[src/rtl/sensor_pkg.sv]
// Shared definitions for the V/T sensor SPI readout path: frame header,
// serializer state encoding and frame length helper.
package sensor_pkg;

    localparam logic [3:0] FRAME_HDR = 4'b1010;

    typedef enum logic [1:0] {
        IDLE    = 2'd0,
        MEASURE = 2'd1,
        SHIFT   = 2'd2,
        DONE    = 2'd3
    } ser_state_e;

    // Header (4) + overflow + timeout + count + parity
    function automatic int frame_len(input int cnt_w);
        return cnt_w + 7;
    endfunction

endpackage

[src/rtl/ro_win_timer.sv]
// Saturating 8-bit counter of SPI_Clk falling edges during which the RO
// window was open; flags when the forced-capture limit has been reached.
module ro_win_timer #(
    parameter logic [7:0] MAX_WIN = 8'd252
) (
    input  logic       SPI_Clk,
    input  logic       SPICNT_RST,
    input  logic       start,
    input  logic       count_en,
    output logic [7:0] Win_Len,
    output logic       timeout
);

    always_ff @(negedge SPI_Clk or negedge SPICNT_RST) begin
        if (!SPICNT_RST) begin
            Win_Len <= 8'd0;
        end else if (start) begin
            Win_Len <= 8'd1;
        end else if (count_en && (Win_Len < MAX_WIN)) begin
            Win_Len <= Win_Len + 8'd1;
        end
    end

    // Level, not edge: the FSM qualifies it with a high ENOUT sample
    assign timeout = (Win_Len == MAX_WIN);

endmodule

[src/rtl/ro_count_spi_serializer.sv]
// Captures the frozen RO count when the measurement window closes and shifts
// {header, ovf, timeout, count, parity} out on MISO, MSB first, once per CS.
module ro_count_spi_serializer
    import sensor_pkg::*;
#(
    parameter int         CNT_W   = 16,
    parameter logic [7:0] MAX_WIN = 8'd252
) (
    input  logic             SPI_Clk,
    input  logic             SPICNT_RST,
    input  logic             ENOUT,
    input  logic [CNT_W-1:0] RO_Cnt,
    input  logic             RO_Ovf,
    output logic             SPI_MISO,
    output logic             SPI_MISO_OE,
    output logic             Shift_Done,
    output logic [7:0]       Win_Len
);

    localparam int FL   = frame_len(CNT_W);
    localparam int BC_W = $clog2(FL);

    ser_state_e      state_q, state_d;
    logic [FL-1:0]   shreg;
    logic [BC_W-1:0] bit_cnt;
    logic [FL-1:0]   frame_word;
    logic            start, count_en, timeout;
    logic            capture, to_flag, shift, finish;

    ro_win_timer #(.MAX_WIN(MAX_WIN)) u_win_timer (
        .SPI_Clk    (SPI_Clk),
        .SPICNT_RST (SPICNT_RST),
        .start      (start),
        .count_en   (count_en),
        .Win_Len    (Win_Len),
        .timeout    (timeout)
    );

    always_ff @(negedge SPI_Clk or negedge SPICNT_RST) begin
        if (!SPICNT_RST) begin
            state_q <= IDLE;
        end else begin
            state_q <= state_d;
        end
    end

    always_comb begin
        state_d  = state_q;
        start    = 1'b0;
        count_en = 1'b0;
        capture  = 1'b0;
        to_flag  = 1'b0;
        shift    = 1'b0;
        finish   = 1'b0;
        case (state_q)
            IDLE: begin
                if (ENOUT) begin
                    start   = 1'b1;
                    state_d = MEASURE;
                end
            end
            MEASURE: begin
                if (!ENOUT) begin
                    capture = 1'b1;
                    state_d = SHIFT;
                end else if (timeout) begin
                    capture = 1'b1;
                    to_flag = 1'b1;
                    state_d = SHIFT;
                end else begin
                    count_en = 1'b1;
                end
            end
            SHIFT: begin
                if (bit_cnt == '0) begin
                    finish  = 1'b1;
                    state_d = DONE;
                end else begin
                    shift = 1'b1;
                end
            end
            DONE: begin
                state_d = DONE;
            end
            default: begin
                state_d = IDLE;
            end
        endcase
    end

    // Even parity over the payload, header excluded
    assign frame_word = {FRAME_HDR, RO_Ovf, to_flag, RO_Cnt, ^{RO_Ovf, to_flag, RO_Cnt}};

    always_ff @(negedge SPI_Clk or negedge SPICNT_RST) begin
        if (!SPICNT_RST) begin
            shreg       <= '0;
            bit_cnt     <= '0;
            SPI_MISO    <= 1'b0;
            SPI_MISO_OE <= 1'b0;
            Shift_Done  <= 1'b0;
        end else if (capture) begin
            shreg       <= frame_word;
            bit_cnt     <= BC_W'(FL - 1);
            SPI_MISO    <= frame_word[FL-1];
            SPI_MISO_OE <= 1'b1;
        end else if (shift) begin
            shreg    <= {shreg[FL-2:0], 1'b0};
            bit_cnt  <= bit_cnt - 1'b1;
            SPI_MISO <= shreg[FL-2];
        end else if (finish) begin
            shreg       <= '0;
            SPI_MISO    <= 1'b0;
            SPI_MISO_OE <= 1'b0;
            Shift_Done  <= 1'b1;
        end
    end

endmodule
[config.mk]
export PLATFORM = sky130hd
export DESIGN_NAME = ro_count_spi_serializer
export DESIGN_NICKNAME = d
export VERILOG_FILES = /design/src/rtl/sensor_pkg.sv /design/src/rtl/ro_win_timer.sv /design/src/rtl/ro_count_spi_serializer.sv
export SDC_FILE = /design/constraint.sdc
export NUM_CORES = 1
export LEC_CHECK = 0
export ABC_AREA = 1
export CAP_MARGIN = 20
export CORE_ASPECT_RATIO = 1.75
export CORE_MARGIN = 1
export CORE_UTILIZATION = 50
export DETAILED_ROUTE_END_ITERATION = 10
export PLACE_DENSITY = 0.75
export SLEW_MARGIN = 20
export SYNTH_ARGS = -nofsm -noshare
export SYNTH_HDL_FRONTEND = slang
export SYNTH_HIERARCHICAL = 1
export SYNTH_SLANG_ARGS = --single-unit
export TNS_END_PERCENT = 100
[constraint.sdc]
create_clock -name SPI_Clk -period 1.9 [get_ports SPI_Clk]
set_input_delay 0.285 -clock SPI_Clk [delete_from_list [all_inputs] [get_ports SPI_Clk]]
set_output_delay 0.285 -clock SPI_Clk [all_outputs]
set_load 0.1 [all_outputs]
After elaboration in Yosys (flattened, before gate mapping) --
Cells that the tools add are included.
Storage, ports and cells: word-level logic and storage cells 62, bits in registers 40, bits of input ports 20
Operators by class: mux-type cells 31, eq/ne operators 8, reduce and logical (&&, ||, !) cells 11, order comparisons 1, add/subtract/negate cells 2, bitwise logic cells 2
Operators with widths (number):
- 22-bit two-way mux | 3
- 1-bit two-way mux | 19
- 18-bit XOR reduction | 1
- 8-bit two-way mux | 2
- 5-bit two-way mux | 2
- 8-bit by 1-bit adder with 8-bit output, second input constant | 1
- 8-bit == test, second input constant | 1
- 8-bit less-than comparator, second input constant | 1
- 2-bit two-way mux | 4
- 2-bit one-hot mux with 4 select lines | 1
- 2-bit != test, second input constant | 3
- 3-bit AND reduction | 2
- 2-bit nonzero test | 3
- 5-bit logical NOT | 1
- 5-bit by 1-bit subtractor with 5-bit output, second input constant | 1
- 2-bit == test, second input constant | 2
- 3-bit != test, second input constant | 1
- 3-bit nonzero test | 1
- 2-bit by 1-bit == test with 1-bit output, second input constant | 1
- 2-bit logical NOT | 1
- 1-bit inverter | 2
- 2-bit AND reduction | 1
- 1-bit logical AND | 1

Depth between registers and ports, before layout --
depth after elaboration 7, depth in mapped cells 12, gate-level depth less buffers 12

Cells and area by module --
Netlist, hierarchy kept.
Modules (own cells, without submodules):
- ro_count_spi_serializer | times used 1, area an instance 1845.5 µm², cells each 240
- ro_win_timer | times used 1, area an instance 545.5 µm², cells each 71

==> qor.yml <==
ys_warn_count: 6
hold_viol_final: 0
powerDensity_mw_per_mm2: 924
start_kind: "flip-flop"
cts_sinks: 40
grt_pass1_wl_um: 8900
yosysSeqAreaShare_pct: 41.9
hold_end: "bit_cnt[0]$_DFFE_NN0P_"
cts_buffer_depth: 2
avgSynthCellArea_um2: 7.69
hold_path_startpoint: "bit_cnt[0]$_DFFE_NN0P_"
reg2reg_slack_ns: 0.01
hold_ws_ns: 0.422
syn_to_final_growth_pct: 39.9
grt_pass1_vias: 2157
worstReg2RegStart: "u_win_timer/Win_Len[1]$_DFFE_NN0P_"
finalClockSkew_ns: 0.00642
worstMarginPinSlew_ns: 0.341
reg2regPathDepth: 11
cts_tree: "yes"
portBuffers: 30
drc_errors: 0
endpoint_kind: "primary output"
place_congestion: 0.831
die_area_mm2: 0.00507
drv_cap: 0
dieHeight_um: 93.5
rows: 33
worstReg2RegEnd: "u_win_timer/Win_Len[6]$_DFFE_NN0P_"
critical_path.max_stage_delay_ns: 0.47
hpwl_um: 4230
die-width_um: 54.3
post_drt_wl_per_cell_um: 12.5
drt_pre_antenna_iters: 4
coreArea_mm2: 0.00462
fillers: 358
grt_use_total_pct: 24.2
drt_iter0_drc: 43
drv_slew: 0
cellLeakagePower_nw: 1.77
path_cells: "buf_12"
cts_hold_buf: 0
rsz0062_at_grt: "true"
cts_buffers: 5
final_layout_size_suffix_gt1_share_pct: 34.6
cp_top_family: "flip-flops"
grt_max_degree: 23
start_util_pct: 51.7
htreeDepth: 2
syn_inst: 311
hp-class: "flip-flop to flip-flop"
synth_area_mm2: 0.00239
wirelength_um: 5440
ir_drop_v: 0.000955
antenna_found_initial: 0
via_count: 2210
root_buffer: "clkbuf_8"
max_slew_margin_pct: 77.2
ys_seq_elements: 40
synth_top_area_share_pct: 41.9
setup_violations: 12
setup_ws_ns: -0.294
holdPathStages: 2
num-nets-final: 406
worstPathRequired_ns: 1.62
synth_nets: 334
critical_path_class: "flip-flop to primary output"
antenna_left: 0
synth.distinct_cells: 32
grt_overflow: 0
diodes: 0
io_pins: 31
finalSetupTns_ns: -3.30
vias_per_cell: 5.07
clock_latency_ns: 0.30
yosysTopAreaCell: "dfrtn_1"
violations: "negative setup slack"
clk_pin_slew_ns: 0.05
ys_top_cells_by_area: "dfrtn_1 (42%), nand2_1 (19%), inv_1 (5.8%), nand3_1 (4.6%), xor2_1 (2.6%)"
cpMaxStageDelayCell: "dfrtn_1"
path_max_fanout: 2
worst-path-buf-inv: 1
status: "finished, violations left"
arrival_ns: 1.91
cell usage in the layout (no fill, tap or decap), types with 2 or more instances in the layout:
master / n
nand2_1: 112
dfrtn_1: 40
buf_4: 38
inv_1: 30
nand3_1: 17
nand2_2: 15
buf_12: 13
inv_2: 10
nor2_1: 8
dlygate4sd2_1: 8
xor2_1: 7
nand3_2: 7
nor2_2: 6
nor2_4: 6
nand2_4: 5
o211ai_1: 5
clkbuf_8: 5
clkbuf_2: 5
xnor2_1: 4
o21ai_0: 4
o211ai_2: 4
o21ai_2: 3
clkdlybuf4s15_1: 3
nor3_4: 2
inv_4: 2
ha_1: 2
buf_6: 2
nand4_1: 2
a21oi_1: 2
area by class of cell:
| cell class | instances | area [um^2] | share of cell area (%) |
|---|---|---|---|
| clock buffers | 6 | 72.6 | 2.17 |
| clock inverters | 2 | 35.0 | 1.05 |
| inverters | 43 | 171 | 5.13 |
| multi-input cells | 222 | 1290 | 38.6 |
| flip-flops and latches | 40 | 1000 | 29.9 |
| well taps | 52 | 65.1 | 1.95 |
| repair buffers | 71 | 708 | 21.2 |
logic make-up after synthesis:
| logic type | count (synthesis) | share of synthesized area, % |
|---|---|---|
| xor+xnor | 12 | 4.40 |
| simple gates | 183 | 35.0 |
| compound gates | 24 | 8.01 |
| flops | 40 | 41.9 |
| fa+ha+maj | 3 | 1.57 |
| buf+inv | 49 | 9.21 |
power by group:
| part | switching [mW] | leakage, nW | internal [mW] |
|---|---|---|---|
| registers | 0.110 | 0.521 | 1.02 |
| logic | 0.796 | 1.19 | 0.486 |
| clock network | 0.292 | 0.0552 | 0.390 |
registers in the layout (all words and copies together) (netlist names):
register and flops:
bit_cnt 5, Shift_Done 1, shreg 22, SPI_MISO 1
u_win_timer/Win_Len 8, state_q 2, SPI_MISO_OE 1
stage by stage:
step | cells | total power, mW | setup WS (ns) | util, % | cell area [um^2]
after CTS | 432 | 3.09 | -0.303 | 70.9 | 3280
after global placement | 422 | 2.37 | -0.741 | 68.5 | 3170
after detailed placement | 422 | 2.41 | -0.808 | 68.5 | 3170
after global routing | 436 | 3.27 | -0.320 | 72.3 | 3340
final | 436 | 3.09 | -0.294 | 72.3 | 3340
after floorplan | 311 | 1.98 | -0.381 | - | 2460
worst max path at each step:
stage | startpoint | end | depth (start not counted)
2_1_floorplan | u_win_timer/Win_Len[2]$_DFFE_NN0P_ | Win_Len[2] | 0
3_3_place_gp | RO_Cnt[10] | shreg[0]$_DFFE_NN0P_ | 13
3_5_place_dp | RO_Cnt[11] | shreg[0]$_DFFE_NN0P_ | 12
4_1_cts | SPI_MISO$_DFFE_NN0P_ | SPI_MISO | 1
5_1_grt | u_win_timer/Win_Len[5]$_DFFE_NN0P_ | Win_Len[5] | 1
6_report | SPI_MISO$_DFFE_NN0P_ | SPI_MISO | 1
timing repair:
item	in CTS	in global routing
setup buffers	2	7
setup endpoints to repair	50	32
resized for setup	29	29
pin swaps	6	21
metal layers:
metal | track usage [%] | part of all wire (%) | vias up
met5 | 0 | 0 | -
met4 | 10.7 | 2.4 | 0
met3 | 3.90 | 2.5 | 10
met2 | 44.7 | 58 | 36
met1 | 24.8 | 37 | 1053
li1 | - | - | 1111
Yosys cell counts (all sizes together):
library cell	n
o31ai	1
nand2	132
xnor2	5
a22oi	1
nor3	4
o21ai	8
o22ai	1
nand3	24
o21bai	1
xor2	7
nand4	2
ha	3
inv	43
a21oi	2
o221ai	1
buf	6
nor2	21
dfrtn	40
o211ai	9
Power figures use the tool's default switching activity.
